`config.mk`:
```
export PLATFORM = sky130hd
export DESIGN_NAME = uart_tx_arbiter
export DESIGN_NICKNAME = d
export VERILOG_FILES = /design/src/rtl/uart_arb_pkg.sv /design/src/rtl/uart_tx_arbiter_rr_pick.sv /design/src/rtl/uart_tx_arbiter.sv
export SDC_FILE = /design/constraint.sdc
export NUM_CORES = 1
export LEC_CHECK = 0
export CAP_MARGIN = 10
export CELL_PAD_IN_SITES_DETAIL_PLACEMENT = 0
export CELL_PAD_IN_SITES_GLOBAL_PLACEMENT = 1
export CORE_MARGIN = 4
export CORE_UTILIZATION = 38
export DETAILED_ROUTE_END_ITERATION = 16
export PLACE_DENSITY_LB_ADDON = 0.3
export SYNTH_ARGS = -nofsm -noshare
export SYNTH_HDL_FRONTEND = slang
export SYNTH_SLANG_ARGS = --single-unit
```
`constraint.sdc`:
```
create_clock -name clk -period 3.8 [get_ports clk]
set_input_delay 0.76 -clock clk [delete_from_list [all_inputs] [get_ports clk]]
set_output_delay 0.76 -clock clk [all_outputs]
set_load 0.005 [all_outputs]
```
`src/rtl/uart_arb_pkg.sv`:
```
// Shared types and defaults for the UART transmit arbiter.
//   arb_state_e : arbiter FSM encoding (IDLE, STREAM, DRAIN)
//   DEF_*       : default parameter values for uart_tx_arbiter
//   rr_next     : round-robin "who is next" helper, integer based, for models
package uart_arb_pkg;

    typedef enum logic [1:0] {
        ARB_IDLE   = 2'd0,
        ARB_STREAM = 2'd1,
        ARB_DRAIN  = 2'd2
    } arb_state_e;

    localparam int DEF_NUM_REQ      = 3;
    localparam int DEF_DATA_W       = 8;
    localparam int DEF_MAX_FRAME    = 16;
    localparam int DEF_STALL_CYCLES = 500000;

    // First requester with its bit set in req, scanning from last+1 upward
    // (wrapping at num_req). Returns last when nobody is requesting.
    function automatic int rr_next(input logic [7:0] req, input int last, input int num_req);
        logic [7:0] s;
        rr_next = last;
        for (int k = num_req; k >= 1; k--) begin
            s = req >> ((last + k) % num_req);
            if (s[0]) rr_next = (last + k) % num_req;
        end
    endfunction

endpackage

```
`src/rtl/uart_tx_arbiter_rr_pick.sv`:
```
// Combinational round-robin picker.
//   req        : request vector, one bit per requester
//   last_grant : index of the previous owner; the scan starts just after it
//   idx        : chosen requester (valid only when found)
//   found      : at least one request bit is set
// The request vector is doubled so a plain part-select performs the rotation;
// a fixed priority encoder then finds the first hit and the offset is added
// back to the start position (one conditional subtract replaces a modulo).
module rr_pick
    import uart_arb_pkg::*;
#(
    parameter int NUM_REQ = DEF_NUM_REQ,
    parameter int GW      = $clog2(NUM_REQ)
) (
    input  logic [NUM_REQ-1:0] req,
    input  logic [GW-1:0]      last_grant,
    output logic [GW-1:0]      idx,
    output logic               found
);

    localparam logic [GW:0] N_W = (GW+1)'(NUM_REQ);

    logic [2*NUM_REQ-1:0] dbl;
    logic [NUM_REQ-1:0]   rot;
    logic [GW:0]          start;
    logic [GW:0]          off;
    logic [GW:0]          sum;

    always_comb begin
        dbl   = {req, req};
        start = {1'b0, last_grant} + 1'b1;
        rot   = dbl[start +: NUM_REQ];
        off   = '0;
        found = 1'b0;
        // Descending scan so the lowest rotated position wins.
        for (int k = NUM_REQ - 1; k >= 0; k--) begin
            if (rot[k]) begin
                off   = (GW+1)'(k);
                found = 1'b1;
            end
        end
        sum = start + off;
        if (sum >= N_W) sum = sum - N_W;
        idx = sum[GW-1:0];
    end

endmodule

```
`src/rtl/uart_tx_arbiter.sv`:
```
// Round-robin arbiter sharing one UART transmitter between NUM_REQ byte streams.
// A grant lasts one frame: until a byte flagged last, MAX_FRAME bytes, or
// STALL_CYCLES cycles without data from the owner (the last two pulse frame_err).
// Ports:
//   clk, rst_n            system clock (CLOCK_50), async active-low reset
//   req_valid/req_data/   per-requester byte stream; requester i's byte sits at
//   req_last/req_ready      req_data[i*DATA_W +: DATA_W]
//   tx_valid/tx_data/     single-byte output register towards uart_tx
//   tx_ready
//   grant_id              current or most recent owner
//   busy                  FSM not in IDLE
//   frame_err             one-cycle pulse on overrun or stall abort
//   state_dbg             raw FSM state for debug/checkers
// Handshakes: a byte moves on any clock edge where valid and ready are both 1;
// valid never waits for ready, and while valid is 1 the data is held stable.
module uart_tx_arbiter
    import uart_arb_pkg::*;
#(
    parameter int NUM_REQ      = DEF_NUM_REQ,
    parameter int DATA_W       = DEF_DATA_W,
    parameter int MAX_FRAME    = DEF_MAX_FRAME,
    parameter int STALL_CYCLES = DEF_STALL_CYCLES
) (
    input  logic                        clk,
    input  logic                        rst_n,
    input  logic [NUM_REQ-1:0]          req_valid,
    input  logic [NUM_REQ*DATA_W-1:0]   req_data,
    input  logic [NUM_REQ-1:0]          req_last,
    output logic [NUM_REQ-1:0]          req_ready,
    output logic                        tx_valid,
    output logic [DATA_W-1:0]           tx_data,
    input  logic                        tx_ready,
    output logic [$clog2(NUM_REQ)-1:0]  grant_id,
    output logic                        busy,
    output logic                        frame_err,
    output arb_state_e                  state_dbg
);

    localparam int GW = $clog2(NUM_REQ);
    localparam int BW = $clog2(MAX_FRAME + 1);
    localparam int SW = $clog2(STALL_CYCLES + 1);

    localparam logic [BW-1:0] BYTE_LAST  = BW'(MAX_FRAME - 1);
    localparam logic [BW-1:0] BYTE_MAX   = BW'(MAX_FRAME);
    localparam logic [SW-1:0] STALL_LAST = SW'(STALL_CYCLES - 1);
    localparam logic [SW-1:0] STALL_MAX  = SW'(STALL_CYCLES);

    arb_state_e          state, next_state;
    logic [BW-1:0]       byte_cnt;
    logic [SW-1:0]       stall_cnt;
    logic [GW-1:0]       pick_idx;
    logic                pick_found;
    logic                cur_valid, cur_last;
    logic                accept, stall_tick, overrun, stall_abort;
    logic [DATA_W-1:0]   data_arr [NUM_REQ];

    for (genvar g = 0; g < NUM_REQ; g++) begin : g_unpack
        assign data_arr[g] = req_data[g*DATA_W +: DATA_W];
    end

    rr_pick #(
        .NUM_REQ (NUM_REQ),
        .GW      (GW)
    ) u_pick (
        .req        (req_valid),
        .last_grant (grant_id),
        .idx        (pick_idx),
        .found      (pick_found)
    );

    assign cur_valid = req_valid[grant_id];
    assign cur_last  = req_last[grant_id];
    assign busy      = (state != ARB_IDLE);
    assign state_dbg = state;

    always_comb begin
        next_state  = state;
        req_ready   = '0;
        accept      = 1'b0;
        stall_tick  = 1'b0;
        overrun     = 1'b0;
        stall_abort = 1'b0;
        case (state)
            ARB_IDLE: begin
                if (pick_found) next_state = ARB_STREAM;
            end
            ARB_STREAM: begin
                // Only an empty output register can take a byte.
                if (!tx_valid) req_ready[grant_id] = 1'b1;
                accept     = cur_valid && !tx_valid;
                stall_tick = !cur_valid && !tx_valid;
                if (accept) begin
                    // A last byte landing exactly on the limit is a clean end.
                    if (cur_last) begin
                        next_state = ARB_DRAIN;
                    end else if (byte_cnt == BYTE_LAST) begin
                        next_state = ARB_DRAIN;
                        overrun    = 1'b1;
                    end
                end else if (stall_tick && stall_cnt == STALL_LAST) begin
                    next_state  = ARB_DRAIN;
                    stall_abort = 1'b1;
                end
            end
            ARB_DRAIN: begin
                if (!tx_valid || tx_ready) next_state = ARB_IDLE;
            end
            default: next_state = ARB_IDLE;
        endcase
    end

    always_ff @(posedge clk or negedge rst_n) begin
        if (!rst_n) begin
            state     <= ARB_IDLE;
            tx_valid  <= 1'b0;
            tx_data   <= '0;
            grant_id  <= GW'(NUM_REQ - 1);
            byte_cnt  <= '0;
            stall_cnt <= '0;
            frame_err <= 1'b0;
        end else begin
            state     <= next_state;
            frame_err <= overrun | stall_abort;

            if (state == ARB_IDLE && pick_found) grant_id <= pick_idx;

            if (tx_valid && tx_ready) tx_valid <= 1'b0;

            // accept implies tx_valid==0, so it never collides with the clear above.
            if (accept) begin
                tx_data   <= data_arr[grant_id];
                tx_valid  <= 1'b1;
                stall_cnt <= '0;
                if (byte_cnt != BYTE_MAX) byte_cnt <= byte_cnt + 1'b1;
            end else if (stall_tick && stall_cnt != STALL_MAX) begin
                stall_cnt <= stall_cnt + 1'b1;
            end

            if (state == ARB_DRAIN && next_state == ARB_IDLE) begin
                byte_cnt  <= '0;
                stall_cnt <= '0;
            end
        end
    end

endmodule

```
==> impl_metrics.tcl, run 1 <==
set metrics [dict create \
    outcome "complete, no violations" \
    gp_congestion 0.789 \
    routed_wl_um 5840 \
    setup-violations-final 0 \
    firstDrtPassIters 6 \
    viasPerCell 5.44 \
    dp_hpwl_um 4360 \
    power_density_mw_per_mm2 645 \
    worstSetupPathType "register to register" \
    drt_iter0_drc 116 \
    port_buffers 50 \
    grt_pass1_wl_um 9690 \
    clkSinkCount 38 \
    yosysWarnings 0 \
    place_area_mm2 0.00291 \
    netlist_instances 269 \
    synth_edf_count 0 \
    startpoint_type "register" \
    finalWorstSetupSlack_ns 0.865 \
    cts_buffers 5 \
    fmax_mhz 341 \
    cts_buffer_depth 2 \
    crit_fanout 19 \
    hold_viol_final 0 \
    diodes 0 \
    netlist_area_mm2 0.00236 \
    yosys_most_used_dff "dfrtp_1" \
    grtUsageTotal 0.161 \
    end_kind "register" \
    overflow 0 \
    io_pins 51 \
    slowest_stage "dfrtp_1" \
    grt_max_degree 39 \
    ys_seq_elements 38 \
    fin_skew_ns 0.00475 \
    ctsHoldBuffers 0 \
    hold_path_end "tx_data[7]" \
    ant_nets 0 \
    pre_cts_slack_ns 0.597 \
    die_y_um 86.8 \
    rows 28 \
    period_minus_slack_ns 2.93 \
    ys_seq_area_frac 0.403 \
    r2r_slack_ns 0.87 \
    final-seq-area_um2 952 \
    cp_cell_sequence "inv_1, nand2_1, nor3b_1, a311oi_1, ha_1, inv_1, fa_1, ha_1, nor2_1, a21oi_1, o31ai_1" \
    antenna_found_initial 0 \
    drive_above_1_share 0.0566 \
    path_clk_slew_ns 0.08 \
    power_mw 1.94 \
    tritoncts "done" \
    tightest_slew_ns 1.02 \
    min_path_cells 2 \
    synth_fp_nets 310 \
    setup_tns_ns 0 \
    ir_worst_vdd_v 0.000293 \
    die_area_mm2 0.00753 \
    core_area_mm2 0.00599 \
    htreeDepth 2 \
    reg2reg_to "grant_id[1]" \
    drc 0 \
    yosysUniqueCellTypes 52 \
    avgSynthCellArea_um2 8.77 \
    rsz0062_at_grt "no" \
    nFillCells 602 \
    required_ns 4.01 \
    die_w_um 86.8 \
    maxCapViolCount 0 \
    cts_resized 0 \
    multi_input_area_mm2 0.00131 \
    vias 2138 \
    synth_common_cells "dfrtp_1 (37), nor2_1 (30), nand2_1 (28), o21ai_0 (18), a21oi_1 (14)" \
    yosys.area.top_type "dfrtp_1" \
    final_area_mm2 0.00300 \
    slew_headroom 0.317 \
    fin_crit_sh 0.772 \
    start_util 0.394 \
    synth.most_common_cell "dfrtp_1" \
    worstRegToRegCells 11 \
    grt_pass1_vias 2030 \
    p_leak_nw 1.32 \
    insertion_delay_ns 0.29 \
    ys_top_cells_by_area "dfrtp_1 (39%), mux2i_1 (5.5%), nor2_1 (4.8%)" \
    r2r_start "grant_id[0]" \
    slew_violations 0 \
    wl_per_cell_um 14.9 \
    async_flop_share 1.00 \
    max_stage_delay_ns 0.74 \
    arrival_ns 3.14 \
    cts_root_buf "clkbuf_8" \
    min-delay-start "tx_data[7]" \
    final_nets 358 \
    postCtsSetupRepairBufs 0 \
    area_growth_pct 27.1 \
    hold_class "register to register" \
    yosys.area.top_type_share 0.392 \
]
-- final cells by class --
| cell class | count | share of cell area |
|---|---|---|
| inverters | 10 | 0.0125 |
| well taps | 75 | 0.0313 |
| flip-flops and latches | 38 | 0.317 |
| clock buffers | 6 | 0.0275 |
| multi-input cells | 210 | 0.437 |
| repair buffers | 52 | 0.170 |
| clock inverters | 2 | 0.00417 |
-- per-stage QoR --
step	util	hold slack [ns]	std cells
6_report	0.501	0.483	393
5_1_grt	0.501	0.516	393
4_1_cts	0.501	0.491	393
3_5_place_dp	0.485	0.471	385
3_3_place_gp	0.485	0.463	385
2_1_floorplan	-	0.464	269
-- cells in the final DEF (no fill, tap or decap), types with 2 or more instances in the layout --
| cell | instances |
|---|---|
| clkdlybuf4s50_1 | 49 |
| a311oi_1 | 2 |
| clkbuf_8 | 6 |
| mux2i_1 | 13 |
| or4b_1 | 2 |
| nor3_1 | 13 |
| nor4_1 | 5 |
| nand4_1 | 4 |
| dfrtp_1 | 37 |
| and3_1 | 7 |
| nor3b_1 | 5 |
| nor2_1 | 30 |
| nand3_1 | 9 |
| a21oi_1 | 14 |
| o31ai_1 | 2 |
| o21ai_0 | 18 |
| xnor2_1 | 4 |
| buf_4 | 2 |
| a31oi_1 | 2 |
| inv_1 | 10 |
| o21a_1 | 2 |
| ha_1 | 7 |
| or4_1 | 2 |
| o211a_1 | 2 |
| or2_2 | 3 |
| nand2_1 | 28 |
| a211o_1 | 7 |
| or3_1 | 2 |
| nand2b_1 | 6 |
-- flip-flops by register name, indices dropped and copies added (netlist names) --
name	flops
frame_err	1
byte_cnt	5
stall_cnt	19
tx_valid	1
tx_data	8
state_dbg	2
grant_id	2
-- worst max path at each step --
| stage | from | end | slack, ns | cells after the start |
|---|---|---|---|---|
| detailed placement | req_valid[1] | grant_id[1] | 0.60 | 11 |
| floorplan | grant_id[1] | grant_id[1] | 0.74 | 12 |
| finish | grant_id[0] | grant_id[1] | 0.87 | 11 |
| global placement | req_valid[1] | grant_id[1] | 0.64 | 11 |
| CTS | grant_id[0] | grant_id[1] | 0.87 | 11 |
| global route | grant_id[0] | grant_id[1] | 0.55 | 11 |
-- cells by family after synthesis --
kind of cell,share of synthesized area
AND/OR/NAND/NOR,0.259
AO/OA/AOI/OAI,0.178
buffers and inverters,0.0408
adder cells (fa/ha/maj),0.0456
multiplexers,0.0551
flip-flops,0.404
XOR/XNOR,0.0186
-- layer usage --
layer  track usage  share of wire  up-vias
met5             0              0        -
met4        0.0439         0.0098        0
met3        0.0447          0.074        7
met2         0.255           0.44       59
met1         0.214           0.48      993
li1              -              -     1079
-- report_power, final --
group | switching (mW) | leakage (nW) | total, mW | internal (mW)
Sequential | 0.115 | 0.502 | 0.627 | 0.512
Clock | 0.146 | 0.0472 | 0.292 | 0.146
Combinational | 0.561 | 0.774 | 1.02 | 0.456
Total | 0.822 | 1.32 | 1.94 | 1.11
-- worst max-delay path: cells and delay by family (launching register included) --
kind	cells	cell delay, ns
adder cells (fa/ha/maj)	3	0.89
AND/OR/NAND/NOR	3	0.39
AO/OA/AOI/OAI	3	0.59
flip-flops	1	0.74
buffers and inverters	2	0.25
Note: power is estimated with default switching activity, not from simulation.
==> inputs of run 2 (changes only) <==
clock period = 2.8 ns   (was 3.8 ns; I/O delays follow)
==> run 2 against run 1 <==
Effect of this change:
- total power is 52% higher
- non-clock buffer count is 16 higher
- hold slack worse by 0.10 ns
- combinational power is 62% higher
- setup slack worse by 0.66 ns
- largest power group unchanged
- critical endpoint unchanged
- largest cell class unchanged
- routed wire length is 3.1% higher
- global-route usage is 0.98 points higher
- critical path type is now input port to register
==> impl_metrics.tcl, run 2 (synthesis gave the netlist of run 1 again) <==
set metrics [dict create \
    outcome "complete, no violations" \
    crit_fanout 6 \
    antenna_found_initial 0 \
    final_nets 374 \
    clkSinkCount 38 \
    maxCapViolCount 0 \
    cts_buffer_depth 2 \
    ir_worst_vdd_v 0.000597 \
    crit_buf_inv 3 \
    end_kind "register" \
    power_density_mw_per_mm2 923 \
    combPwrFrac 0.562 \
    fmax_mhz 385 \
    worstSetupPathType "input port to register" \
    largest_reg_flops 19 \
    grt_pass1_vias 2123 \
    rows 28 \
    pre_cts_slack_ns -0.198 \
    cp_cell_sequence "clkdlybuf4s50_1, buf_4, a311oi_1, ha_2, inv_1, fa_1, ha_2, nor2_4, a21oi_1, o31ai_1" \
    postCtsSetupRepairBufs 0 \
    path_clk_slew_ns 0.08 \
    grt_max_degree 39 \
    period_minus_slack_ns 2.60 \
    sw_frac_of_total 0.403 \
    start_util 0.394 \
    setup-violations-final 0 \
    multi_input_area_mm2 0.00133 \
    die_y_um 86.8 \
    viasPerCell 5.34 \
    cp_top_family "adder cells" \
    port_buffers 50 \
    power_frac_seq 0.275 \
    vias 2185 \
    overflow 0 \
    firstDrtPassIters 4 \
    drc 0 \
    gp_congestion 0.788 \
    final-seq-area_um2 952 \
    die_w_um 86.8 \
    final_cell_mix "clkdlybuf4s50_1 (47), dfrtp_1 (37), nor2_1 (29), nand2_1 (27), o21ai_0 (18)" \
    required_ns 3.01 \
    drive_above_1_share 0.117 \
    p_clk_frac 0.163 \
    ctsHoldBuffers 0 \
    ant_nets 0 \
    setup_tns_ns 0 \
    die_area_mm2 0.00753 \
    cts_buffers 5 \
    drt_iter0_drc 92 \
    slew_violations 0 \
    htreeDepth 2 \
    layout_commonest_cell "clkdlybuf4s50_1" \
    finalWorstSetupSlack_ns 0.201 \
    cts_root_buf "clkbuf_8" \
    regMostFlops "stall_cnt" \
    slew_headroom 0.404 \
    fin_crit_sh 0.928 \
    routed_wl_um 6020 \
    tightest_slew_ns 0.894 \
    fin_skew_ns 0.00667 \
    internal_power_mw 1.75 \
    max_stage_delay_ns 0.50 \
    startpoint_type "input port" \
    area_growth_pct 34.7 \
    insertion_delay_ns 0.30 \
    switchingPower_mw 1.18 \
    wl_per_cell_um 14.7 \
    rsz0062_at_grt "no" \
    hold_class "input port to asynchronous set/reset pin" \
    grt_pass1_wl_um 10300 \
    io_pins 51 \
    nFillCells 557 \
    core_area_mm2 0.00599 \
    diodes 0 \
    p_leak_nw 1.43 \
    tritoncts "done" \
    grtUsageTotal 0.170 \
    slowest_stage "fa_1" \
    hold_viol_final 0 \
    reg.largest.list "stall_cnt: 19 flops, tx_data: 8 flops, byte_cnt: 5 flops" \
    cpMostUsedCell "ha_2" \
    arrival_ns 2.81 \
    dp_hpwl_um 4440 \
]
==> run 2: power groups by stage <==
stage	logic (mW)	clock network (mW)	registers (mW)
after floorplan	0.968	0	0.800
after global placement	1.60	0	0.817
after detailed placement	1.63	0	0.819
after CTS	1.63	0.500	0.808
after global routing	1.85	0.524	0.834
final	1.65	0.478	0.808
==> run 2: through the flow <==
step | cells | hold WS, ns | area [um^2] | total power, mW | util
after floorplan | 269 | 0.264 | 2370 | 1.77 | -
after global placement | 401 | 0.463 | 3040 | 2.41 | 0.507
after detailed placement | 401 | 0.472 | 3040 | 2.45 | 0.507
after CTS | 409 | 0.406 | 3150 | 2.94 | 0.526
after global routing | 409 | 0.453 | 3180 | 3.20 | 0.531
final | 409 | 0.383 | 3180 | 2.93 | 0.531
==> run 2: per-layer routing <==
layer,share of wire,GRT usage,wire length (um),vias up
met5,0,0,0,-
met4,0.0098,0.0425,59,0
met3,0.061,0.0456,367,6
met2,0.44,0.273,2680,50
met1,0.48,0.228,2920,1023
li1,-,-,-,1106
==> run 2: path summary, 6_finish.rpt <==
check                                end          from  slack (ns)  depth (start not counted)
min in group clk              tx_data[6]    tx_data[6]        0.49                          2
hold / removal               grant_id[0]         rst_n        0.38                          1
hold reg to reg               tx_data[6]    tx_data[6]        0.49                          2
max in group asynchronous  stall_cnt[17]         rst_n        1.86                          1
setup reg to reg             grant_id[1]   grant_id[1]        0.21                         10
setup / recovery             grant_id[1]  req_valid[0]        0.20                         10
==> run 2: what timing repair did <==
item | in CTS | in global routing
endpoints found under the setup margin | 0 | 1
gates resized for setup | 0 | 8
endpoints found under the hold margin | 0 | 0
==> run 2: final cells by class <==
class | count | share of cell area
inverters | 10 | 0.0118
repair buffers | 68 | 0.204
flip-flops and latches | 38 | 0.299
clock buffers | 5 | 0.0216
multi-input cells | 210 | 0.420
clock inverters | 3 | 0.0142
well taps | 75 | 0.0295
==> inputs of run 3 (changes only) <==
==> constraint.sdc (replaced) <==
create_clock -name clk -period 2.8 [get_ports clk]
set_input_delay 0.28 -clock clk [delete_from_list [all_inputs] [get_ports clk]]
set_output_delay 0.28 -clock clk [all_outputs]
set_load 0.005 [all_outputs]
==> run 3 against run 2 <==
Effect of this change:
- sequential power is essentially flat
- routed wire length shrank 2.2%
- first-iteration DRC count shrank 1.1%
- hold slack lost 0.29 ns
- combinational power shrank 9%
- register-to-register slack is essentially flat
- critical path depth shrank 5
- critical endpoint is now stall_cnt[9]
- die area is the same
- flip-flop and latch count is the same
==> impl_metrics.tcl, run 3 (synthesis gave the netlist of run 1 again) <==
set metrics [dict create \
    outcome "complete, no violations" \
    end_kind "register" \
    antenna_found_initial 0 \
    p_clk_frac 0.198 \
    maxCapViolCount 0 \
    final-seq-area_um2 952 \
    place_area_mm2 0.00297 \
    required_ns 3.04 \
    reg.largest.list "stall_cnt: 19 flops, tx_data: 8 flops, byte_cnt: 5 flops" \
    die_area_mm2 0.00753 \
    fmax_mhz 386 \
    drc 0 \
    r2r_start "stall_cnt[7]" \
    setup-violations-final 0 \
    p_leak_nw 1.38 \
    setup_tns_ns 0 \
    final_nets 366 \
    cp_cell_sequence "or4b_1, or4_4, o31ai_2, and2_1, o21a_1" \
    fin_cells 401 \
    period_minus_slack_ns 2.59 \
    drt_iter0_drc 91 \
    crit_cells 5 \
    layout_commonest_cell "clkdlybuf4s50_1" \
    cts_buffer_depth 2 \
    fin_skew_ns 0.0118 \
    multi_input_area_mm2 0.00131 \
    internal_power_mw 1.74 \
    die_w_um 86.8 \
    sw_frac_of_total 0.395 \
    hold_viol_final 0 \
    regMostFlops "stall_cnt" \
    overflow 0 \
    grt_pass1_vias 1984 \
    arrival_ns 2.83 \
    viasPerCell 5.37 \
    grt_pass1_wl_um 9690 \
    htreeDepth 2 \
    routed_wl_um 5890 \
    vias 2152 \
    worstSetupPathType "register to register" \
    fin_crit_sh 0.926 \
    tritoncts "done" \
    core_area_mm2 0.00599 \
    power_frac_seq 0.280 \
    rsz0062_at_grt "no" \
    diodes 0 \
    switchingPower_mw 1.13 \
    r2r_slack_ns 0.21 \
    path_clk_slew_ns 0.08 \
    dp_hpwl_um 4300 \
    power_mw 2.87 \
    drive_above_1_share 0.0798 \
    crit_buf_inv 0 \
    combPwrFrac 0.521 \
    postCtsSetupRepairBufs 0 \
    gp_congestion 0.768 \
    clkSinkCount 38 \
    max_stage_delay_ns 0.56 \
    final_area_mm2 0.00310 \
    grtUsageTotal 0.164 \
    ant_nets 0 \
    startpoint_type "register" \
    worstRegToRegCells 5 \
    io_pins 51 \
    ctsHoldBuffers 0 \
    insertion_delay_ns 0.30 \
    cts_root_buf "clkbuf_8" \
    largest_reg_flops 19 \
    die_y_um 86.8 \
    final_cell_mix "clkdlybuf4s50_1 (49), dfrtp_1 (37), nor2_1 (30), nand2_1 (28), o21ai_0 (18)" \
    reg2reg_to "stall_cnt[9]" \
    area_growth_pct 31.5 \
    rows 28 \
    cts_buffers 5 \
    firstDrtPassIters 4 \
    slew_violations 0 \
    port_buffers 50 \
    tightest_slew_ns 0.863 \
    wl_per_cell_um 14.7 \
    cp_top_family "simple AND/OR/NAND/NOR gates" \
    slowest_stage "or4_4" \
    ir_worst_vdd_v 0.000660 \
    hold_class "input port to asynchronous set/reset pin" \
    nFillCells 574 \
    grt_max_degree 39 \
    dp.cells 393 \
    cts_resized 0 \
    crit_fanout 9 \
    power_density_mw_per_mm2 925 \
    start_util 0.394 \
    slew_headroom 0.425 \
]
[run 3: layer usage]
| layer | wire length (um) | up-vias | global-route usage | part of all wire |
|---|---|---|---|---|
| met4 | 36 | 0 | 0.0510 | 0.0061 |
| met2 | 2610 | 55 | 0.249 | 0.44 |
| met5 | 0 | - | 0 | 0 |
| met3 | 349 | 4 | 0.0390 | 0.059 |
| li1 | - | 1098 | - | - |
| met1 | 2900 | 995 | 0.230 | 0.49 |
[run 3: cell type report]
cell class | count | area share
Inverter | 10 | 0.0121
Clock inverter | 3 | 0.0222
Sequential cell | 38 | 0.307
Tap cell | 75 | 0.0302
Timing Repair Buffer | 60 | 0.184
Multi-Input combinational cell | 210 | 0.423
Clock buffer | 5 | 0.0222
[run 3: worst max path at each step]
stage	startpoint	to	slack (ns)
after floorplan	grant_id[0]	grant_id[1]	0.006
after global placement	req_valid[1]	grant_id[1]	0.13
after detailed placement	req_valid[1]	grant_id[1]	0.04
after CTS	stall_cnt[7]	stall_cnt[9]	0.16
after global routing	stall_cnt[7]	stall_cnt[15]	0.07
final	stall_cnt[7]	stall_cnt[9]	0.21
[run 3: power groups by stage]
stage                     Clock (mW)  Sequential, mW  Combinational [mW]
after floorplan                    0           0.800               0.968
after global placement             0           0.814                1.50
after detailed placement           0           0.816                1.52
after CTS                      0.586           0.806                1.52
after global routing           0.614           0.829                1.68
final                          0.569           0.805                1.50
[run 3: per-stage QoR]
| step | hold WS [ns] | util | worst slack (ns) |
|---|---|---|---|
| floorplan | -0.0156 | - | 0.00608 |
| global placement | 0.437 | 0.495 | 0.126 |
| detailed placement | 0.444 | 0.495 | 0.0390 |
| CTS | 0.119 | 0.518 | 0.160 |
| global route | 0.159 | 0.518 | 0.0671 |
| finish | 0.0921 | 0.518 | 0.208 |
